## src/rtl/control_unit_if.sv

```systemverilog
// control_unit_if: instruction-memory, register-file and ALU control signals of the control unit
interface control_unit_if;
  logic [7:0] instr_addr;
  logic [7:0] instr_data;
  logic       instr_valid;
  logic [1:0] reg_a_sel;
  logic [1:0] reg_b_sel;
  logic [1:0] reg_wr_sel;
  logic       reg_wr_en;
  logic [2:0] alu_op;
  logic       wb_src;
  logic [7:0] imm;
  logic       alu_zero;
  logic       alu_carry;
  logic       halted;
  modport master (
    output instr_addr, reg_a_sel, reg_b_sel, reg_wr_sel, reg_wr_en, alu_op, wb_src, imm, halted,
    input  instr_data, instr_valid, alu_zero, alu_carry
  );
  modport slave (
    input  instr_addr, reg_a_sel, reg_b_sel, reg_wr_sel, reg_wr_en, alu_op, wb_src, imm, halted,
    output instr_data, instr_valid, alu_zero, alu_carry
  );
endinterface

```

## src/rtl/control_unit.sv

```systemverilog
// control_unit: multi-cycle fetch/decode/execute sequencer for an 8-bit, 4-register datapath
module control_unit (
  input  logic          clk,
  input  logic          reset,
  control_unit_if.master bus
);
  typedef enum logic [2:0] {FETCH, DECODE, FETCH_IMM, EXECUTE, WRITEBACK, HALT} state_t;
  state_t     state_q, state_d;
  logic [7:0] pc_q, pc_d, ir_q, ir_d, imm_q, imm_d;
  logic       z_q, z_d, c_q, c_d;
  logic [3:0] op;
  logic       is_alu, two_byte;
  assign op       = ir_q[7:4];
  assign is_alu   = (op >= 4'h1 && op <= 4'h5) || op == 4'hB;
  assign two_byte = op >= 4'h7 && op <= 4'hA;
  always_comb begin
    state_d = state_q;
    pc_d    = pc_q;
    ir_d    = ir_q;
    imm_d   = imm_q;
    z_d     = z_q;
    c_d     = c_q;
    case (state_q)
      FETCH: if (bus.instr_valid) begin
        ir_d    = bus.instr_data;
        pc_d    = pc_q + 8'd1;
        state_d = DECODE;
      end
      DECODE: state_d = op == 4'hF ? HALT :
                        (op == 4'h0 || op >= 4'hC) ? FETCH :
                        two_byte ? FETCH_IMM : EXECUTE;
      FETCH_IMM: if (bus.instr_valid) begin
        imm_d   = bus.instr_data;
        pc_d    = pc_q + 8'd1;
        state_d = EXECUTE;
      end
      EXECUTE: begin
        if (is_alu) begin
          z_d = bus.alu_zero;
          c_d = bus.alu_carry;
        end
        if (op == 4'h8 || (op == 4'h9 && z_q) || (op == 4'hA && c_q)) pc_d = imm_q;
        state_d = (op == 4'h6 || op == 4'h7 || (is_alu && op != 4'hB)) ? WRITEBACK : FETCH;
      end
      WRITEBACK: state_d = FETCH;
      default: ;
    endcase
  end
  always_ff @(posedge clk or posedge reset) begin
    if (reset) begin
      state_q <= FETCH;
      pc_q    <= 8'h00;
      ir_q    <= 8'h00;
      imm_q   <= 8'h00;
      z_q     <= 1'b0;
      c_q     <= 1'b0;
    end else begin
      state_q <= state_d;
      pc_q    <= pc_d;
      ir_q    <= ir_d;
      imm_q   <= imm_d;
      z_q     <= z_d;
      c_q     <= c_d;
    end
  end
  assign bus.instr_addr = pc_q;
  assign bus.reg_a_sel  = ir_q[3:2];
  assign bus.reg_b_sel  = ir_q[1:0];
  assign bus.reg_wr_sel = ir_q[3:2];
  assign bus.reg_wr_en  = state_q == WRITEBACK;
  assign bus.wb_src     = op == 4'h7;
  assign bus.imm        = imm_q;
  assign bus.halted     = state_q == HALT;
  assign bus.alu_op     = op == 4'h1 ? 3'd0 :
                          (op == 4'h2 || op == 4'hB) ? 3'd1 :
                          op == 4'h3 ? 3'd2 :
                          op == 4'h4 ? 3'd3 :
                          op == 4'h5 ? 3'd4 :
                          op == 4'h6 ? 3'd5 : 3'd0;
endmodule

```

## src/flat_wrapper.sv

```systemverilog
// flat-port wrapper written by rule: the top's interface ports become plain ports
module control_unit_flat 
  (clk, reset, bus_instr_addr, bus_reg_a_sel, bus_reg_b_sel, bus_reg_wr_sel, bus_reg_wr_en, bus_alu_op, bus_wb_src, bus_imm, bus_halted, bus_instr_data, bus_instr_valid, bus_alu_zero, bus_alu_carry);
  control_unit_if bus_i ();
  input  logic clk;
  input  logic reset;
  output wire logic [$bits(bus_i.instr_addr)-1:0] bus_instr_addr;
  output wire logic [$bits(bus_i.reg_a_sel)-1:0] bus_reg_a_sel;
  output wire logic [$bits(bus_i.reg_b_sel)-1:0] bus_reg_b_sel;
  output wire logic [$bits(bus_i.reg_wr_sel)-1:0] bus_reg_wr_sel;
  output wire logic [$bits(bus_i.reg_wr_en)-1:0] bus_reg_wr_en;
  output wire logic [$bits(bus_i.alu_op)-1:0] bus_alu_op;
  output wire logic [$bits(bus_i.wb_src)-1:0] bus_wb_src;
  output wire logic [$bits(bus_i.imm)-1:0] bus_imm;
  output wire logic [$bits(bus_i.halted)-1:0] bus_halted;
  input wire logic [$bits(bus_i.instr_data)-1:0] bus_instr_data;
  input wire logic [$bits(bus_i.instr_valid)-1:0] bus_instr_valid;
  input wire logic [$bits(bus_i.alu_zero)-1:0] bus_alu_zero;
  input wire logic [$bits(bus_i.alu_carry)-1:0] bus_alu_carry;
  assign bus_instr_addr = bus_i.instr_addr;
  assign bus_reg_a_sel = bus_i.reg_a_sel;
  assign bus_reg_b_sel = bus_i.reg_b_sel;
  assign bus_reg_wr_sel = bus_i.reg_wr_sel;
  assign bus_reg_wr_en = bus_i.reg_wr_en;
  assign bus_alu_op = bus_i.alu_op;
  assign bus_wb_src = bus_i.wb_src;
  assign bus_imm = bus_i.imm;
  assign bus_halted = bus_i.halted;
  assign bus_i.instr_data = bus_instr_data;
  assign bus_i.instr_valid = bus_instr_valid;
  assign bus_i.alu_zero = bus_alu_zero;
  assign bus_i.alu_carry = bus_alu_carry;
  control_unit u_core (.clk(clk), .reset(reset), .bus(bus_i));
endmodule
```

## config.mk

```make
export PLATFORM = sky130hd
export DESIGN_NAME = control_unit_flat
export DESIGN_NICKNAME = d
export VERILOG_FILES = /design/src/rtl/control_unit_if.sv /design/src/rtl/control_unit.sv /design/src/flat_wrapper.sv
export SDC_FILE = /design/constraint.sdc
export NUM_CORES = 1
export LEC_CHECK = 0
export CAP_MARGIN = 5
export CORE_ASPECT_RATIO = 0.75
export CORE_UTILIZATION = 40
export CTS_BUF_LIST = sky130_fd_sc_hd__clkbuf_4
export DETAILED_ROUTE_END_ITERATION = 12
export DONT_BUFFER_PORTS = 1
export GPL_ROUTABILITY_DRIVEN = 0
export PLACE_DENSITY_LB_ADDON = 0.3
export SKIP_LAST_GASP = 1
export SLEW_MARGIN = 40
export SYNTH_ARGS = -nofsm -noshare
export SYNTH_HDL_FRONTEND = slang
export SYNTH_SLANG_ARGS = --single-unit
```

## constraint.sdc

```tcl
create_clock -name clk -period 1.9 [get_ports clk]
set_input_delay 0.095 -clock clk [delete_from_list [all_inputs] [get_ports clk]]
set_output_delay 0.095 -clock clk [all_outputs]
set_load 0.03 [all_outputs]
```

==> results.py <==
metrics = {
    "run_status": {
        "outcome": "finished clean",
    },
    "worst_setup_path": {
        "worst_ep_arrival_time_ns": 1.98,
        "end_kind": "flip-flop",
        "path_max_fanout": 8,
        "worst_setup_path_start_kind": "flip-flop",
        "required_ns": 2.10,
        "critPathKind": "flip-flop to flip-flop",
    },
    "pwr": {
        "p_switching_mw": 1.75,
        "irDropWorstVdd_mv": 1.28,
        "power.total_mw": 3.62,
        "sequentialPowerShare": 0.475,
        "p_sw_frac": 0.484,
        "p_leak_nw": 0.768,
        "power_density_nw_per_um2": 1960,
        "cell_internal_pwr_mw": 1.87,
        "clockPowerShare": 0.134,
        "combPwrFrac": 0.391,
    },
    "die": {
        "die_area_um2": 4310,
        "die_h_um": 57.1,
        "rows": 19,
        "start_util": 0.431,
        "die_w_um": 75.5,
        "io_pins": 41,
        "coreArea_um2": 3760,
    },
    "routing": {
        "drt_iter0_drc": 61,
        "wl_met3_um": 225,
        "wl_per_cell_um": 15.7,
        "met1_length_mm": 1.50,
        "dr.pass1.iters": 4,
        "top_layer": "met4",
        "wirelength_mm": 3.34,
        "drc_errors": 0,
        "ant_nets": 0,
        "dr_total_vias": 1149,
        "vias_per_cell": 5.39,
        "wl_met2_mm": 1.60,
    },
    "synth": {
        "async_flop_share": 1.00,
        "synthCells": 147,
        "yosys_warnings": 0,
        "synth_seq_cells": 29,
        "ys.flop_type": "dfrtp_1",
        "ys_types": 46,
        "syn_avg_cell_area_um2": 11.0,
        "syn_area_um2": 1620,
        "synth_edf_count": 0,
        "syn-num-nets": 161,
        "ys_seq_area_frac": 0.448,
    },
    "clocking": {
        "cts_setup_buffers": 0,
        "htree_levels": 2,
        "root_buffer": "clkbuf_4",
        "clock_path_buffers": 2,
        "clkSinkCount": 29,
        "cts_tree": "yes",
        "clk_latency_ns": 0.32,
        "cts.reportedPaths.clkPinSlew_ns": 0.09,
        "cts_made_buffers": 5,
    },
    "sta": {
        "worst_slew_pin_slew_ns": 0.559,
        "max_freq_mhz": 562,
        "rsz0062_at_grt": "false",
        "finalHoldViolCount": 0,
        "drv_slew": 0,
        "setup_viol": 0,
        "fin_skew_ns": 0.00855,
        "fin_tns_setup_ns": 0,
        "period_needed_ns": 1.78,
        "layout_setup_ws_ns": 0.120,
        "slew-limit-headroom": 0.627,
        "period_share": 0.937,
    },
    "place": {
        "portBuffers": 0,
        "dpl.cell_count": 194,
        "dp_hpwl_mm": 2.48,
        "pre_cts_ws_ns": 0.123,
    },
    "finish": {
        "stdcell_count": 213,
        "drive_gt1_frac": 0.273,
        "num-nets-final": 174,
        "diodes": 0,
        "syn2layout_area_growth_pct": 13.7,
    },
    "global_route": {
        "first_global_vias": 1171,
        "antenna_found_initial": 0,
        "grt_max_degree": 30,
        "grt_overflow": 0,
        "grt_use_total": 0.176,
        "grt_pass1_wl_mm": 5.55,
    },
    "worst_hold_path": {
        "hold_path.class": "input pin to flip-flop",
    },
    "job": {
        "maxCapViolCount": 0,
    },
}
-- Yosys cell counts (all sizes together), types with 2 or more instances --
library cell / number / area (µm²)
a21oi: 3 / 15.0
a22oi: 2 / 20.0
a2bb2oi: 3 / 45.0
and2: 3 / 18.8
and3: 2 / 12.5
buf: 16 / 115
dfrtp: 29 / 726
inv: 5 / 18.8
mux2: 17 / 199
nand2: 14 / 52.6
nand2b: 2 / 12.5
nand3: 4 / 20.0
nand3b: 3 / 26.3
nand4: 2 / 12.5
nor2: 3 / 11.3
nor2b: 3 / 18.8
nor3: 2 / 10.0
nor3b: 4 / 30.0
o211ai: 2 / 15.0
o21ai: 7 / 35.0
o22ai: 3 / 25.0
or2b: 2 / 15.0
-- state kept, by name (all words and copies together) (netlist names) --
register               cells
u_core.bus.imm             8
u_core.bus.instr_addr      8
u_core.ir_q                8
u_core.state_q             3
u_core.c_q                 1
u_core.z_q                 1
-- cell usage in the layout (no fill, tap or decap), types with 2 or more instances in the layout --
master and instances:
a2bb2oi_2 3, nand4_1 2, nor2_1 3, nand3_1 4, nand2_1 14, dfrtp_1 29
nor3_1 2, o22ai_1 2, o211ai_1 2, nand3b_1 2, mux2_1 2, mux2_4 2
and3_1 2, a21oi_1 3, clkbuf_4 5, nand2b_1 2, buf_4 11, and2_1 2
nor3b_1 4, nor2b_1 3, or2b_1 2, inv_1 5, mux2_2 13, o21ai_0 7
dlygate4sd3_1 11
-- layout make-up --
class                           count  area [µm²]
Fill cell                         370        1910
Multi-Input combinational cell     97         762
Sequential cell                    29         726
Timing Repair Buffer               22         193
Tap cell                           52        65.1
Clock inverter                      3        41.3
Clock buffer                        5        37.5
Inverter                            5        18.8
-- power groups by stage --
stage | logic (mW) | registers, mW | clock network [mW]
floorplan | 1.43 | 1.50 | 0
global placement | 1.36 | 1.73 | 0
detailed placement | 1.40 | 1.74 | 0
CTS | 1.42 | 1.73 | 0.500
global route | 1.56 | 1.78 | 0.540
finish | 1.41 | 1.72 | 0.486
-- path summary, 6_finish.rpt --
kind	startpoint	slack, ns	end	cells after the start
setup / recovery	u_core.state_q[0]	0.12	u_core.bus.imm[6]	3
hold / removal	bus_instr_valid	0.09	u_core.state_q[0]	2
setup reg to reg	u_core.state_q[0]	0.12	u_core.bus.imm[6]	3
hold reg to reg	u_core.c_q	0.53	u_core.c_q	1
max in group asynchronous	reset	1.35	u_core.bus.imm[6]	3
min in group asynchronous	reset	0.28	u_core.bus.instr_addr[1]	3
-- worst max-delay path, stage by stage, from the launching register on --
cell and delay (ns):
dfrtp_1 0.46, nor3b_1 0.36, and2_1 0.47, mux2_2 0.38
-- timing repair --
item	CTS	global route
setup endpoints to repair	0	3
endpoints found under the hold margin	47	0
resized for setup	0	1
hold buffers	11	0
-- per-layer routing --
metal | global-route usage | vias up
met3 | 0.0707 | 2
met4 | 0.0450 | 0
li1 | - | 547
met5 | 0 | -
met2 | 0.286 | 37
met1 | 0.219 | 563
-- cells by family after synthesis --
kind of cell,after synthesis,synth area share
mux,17,0.123
compound gates,29,0.160
buf+inv,21,0.0826
flops,29,0.448
fa+ha+maj,1,0.00772
xor+xnor,1,0.00541
simple gates,49,0.174
-- metrics by stage --
step / instance area [µm²] / util / hold slack, ns
after global routing: 1840 / 0.491 / 0.111
after global placement: 1650 / 0.440 / 0.0700
after detailed placement: 1650 / 0.440 / 0.0842
after floorplan: 1620 / - / 0.173
after CTS: 1840 / 0.490 / 0.0847
final: 1840 / 0.491 / 0.0940
(Power assumes the default switching activity.)
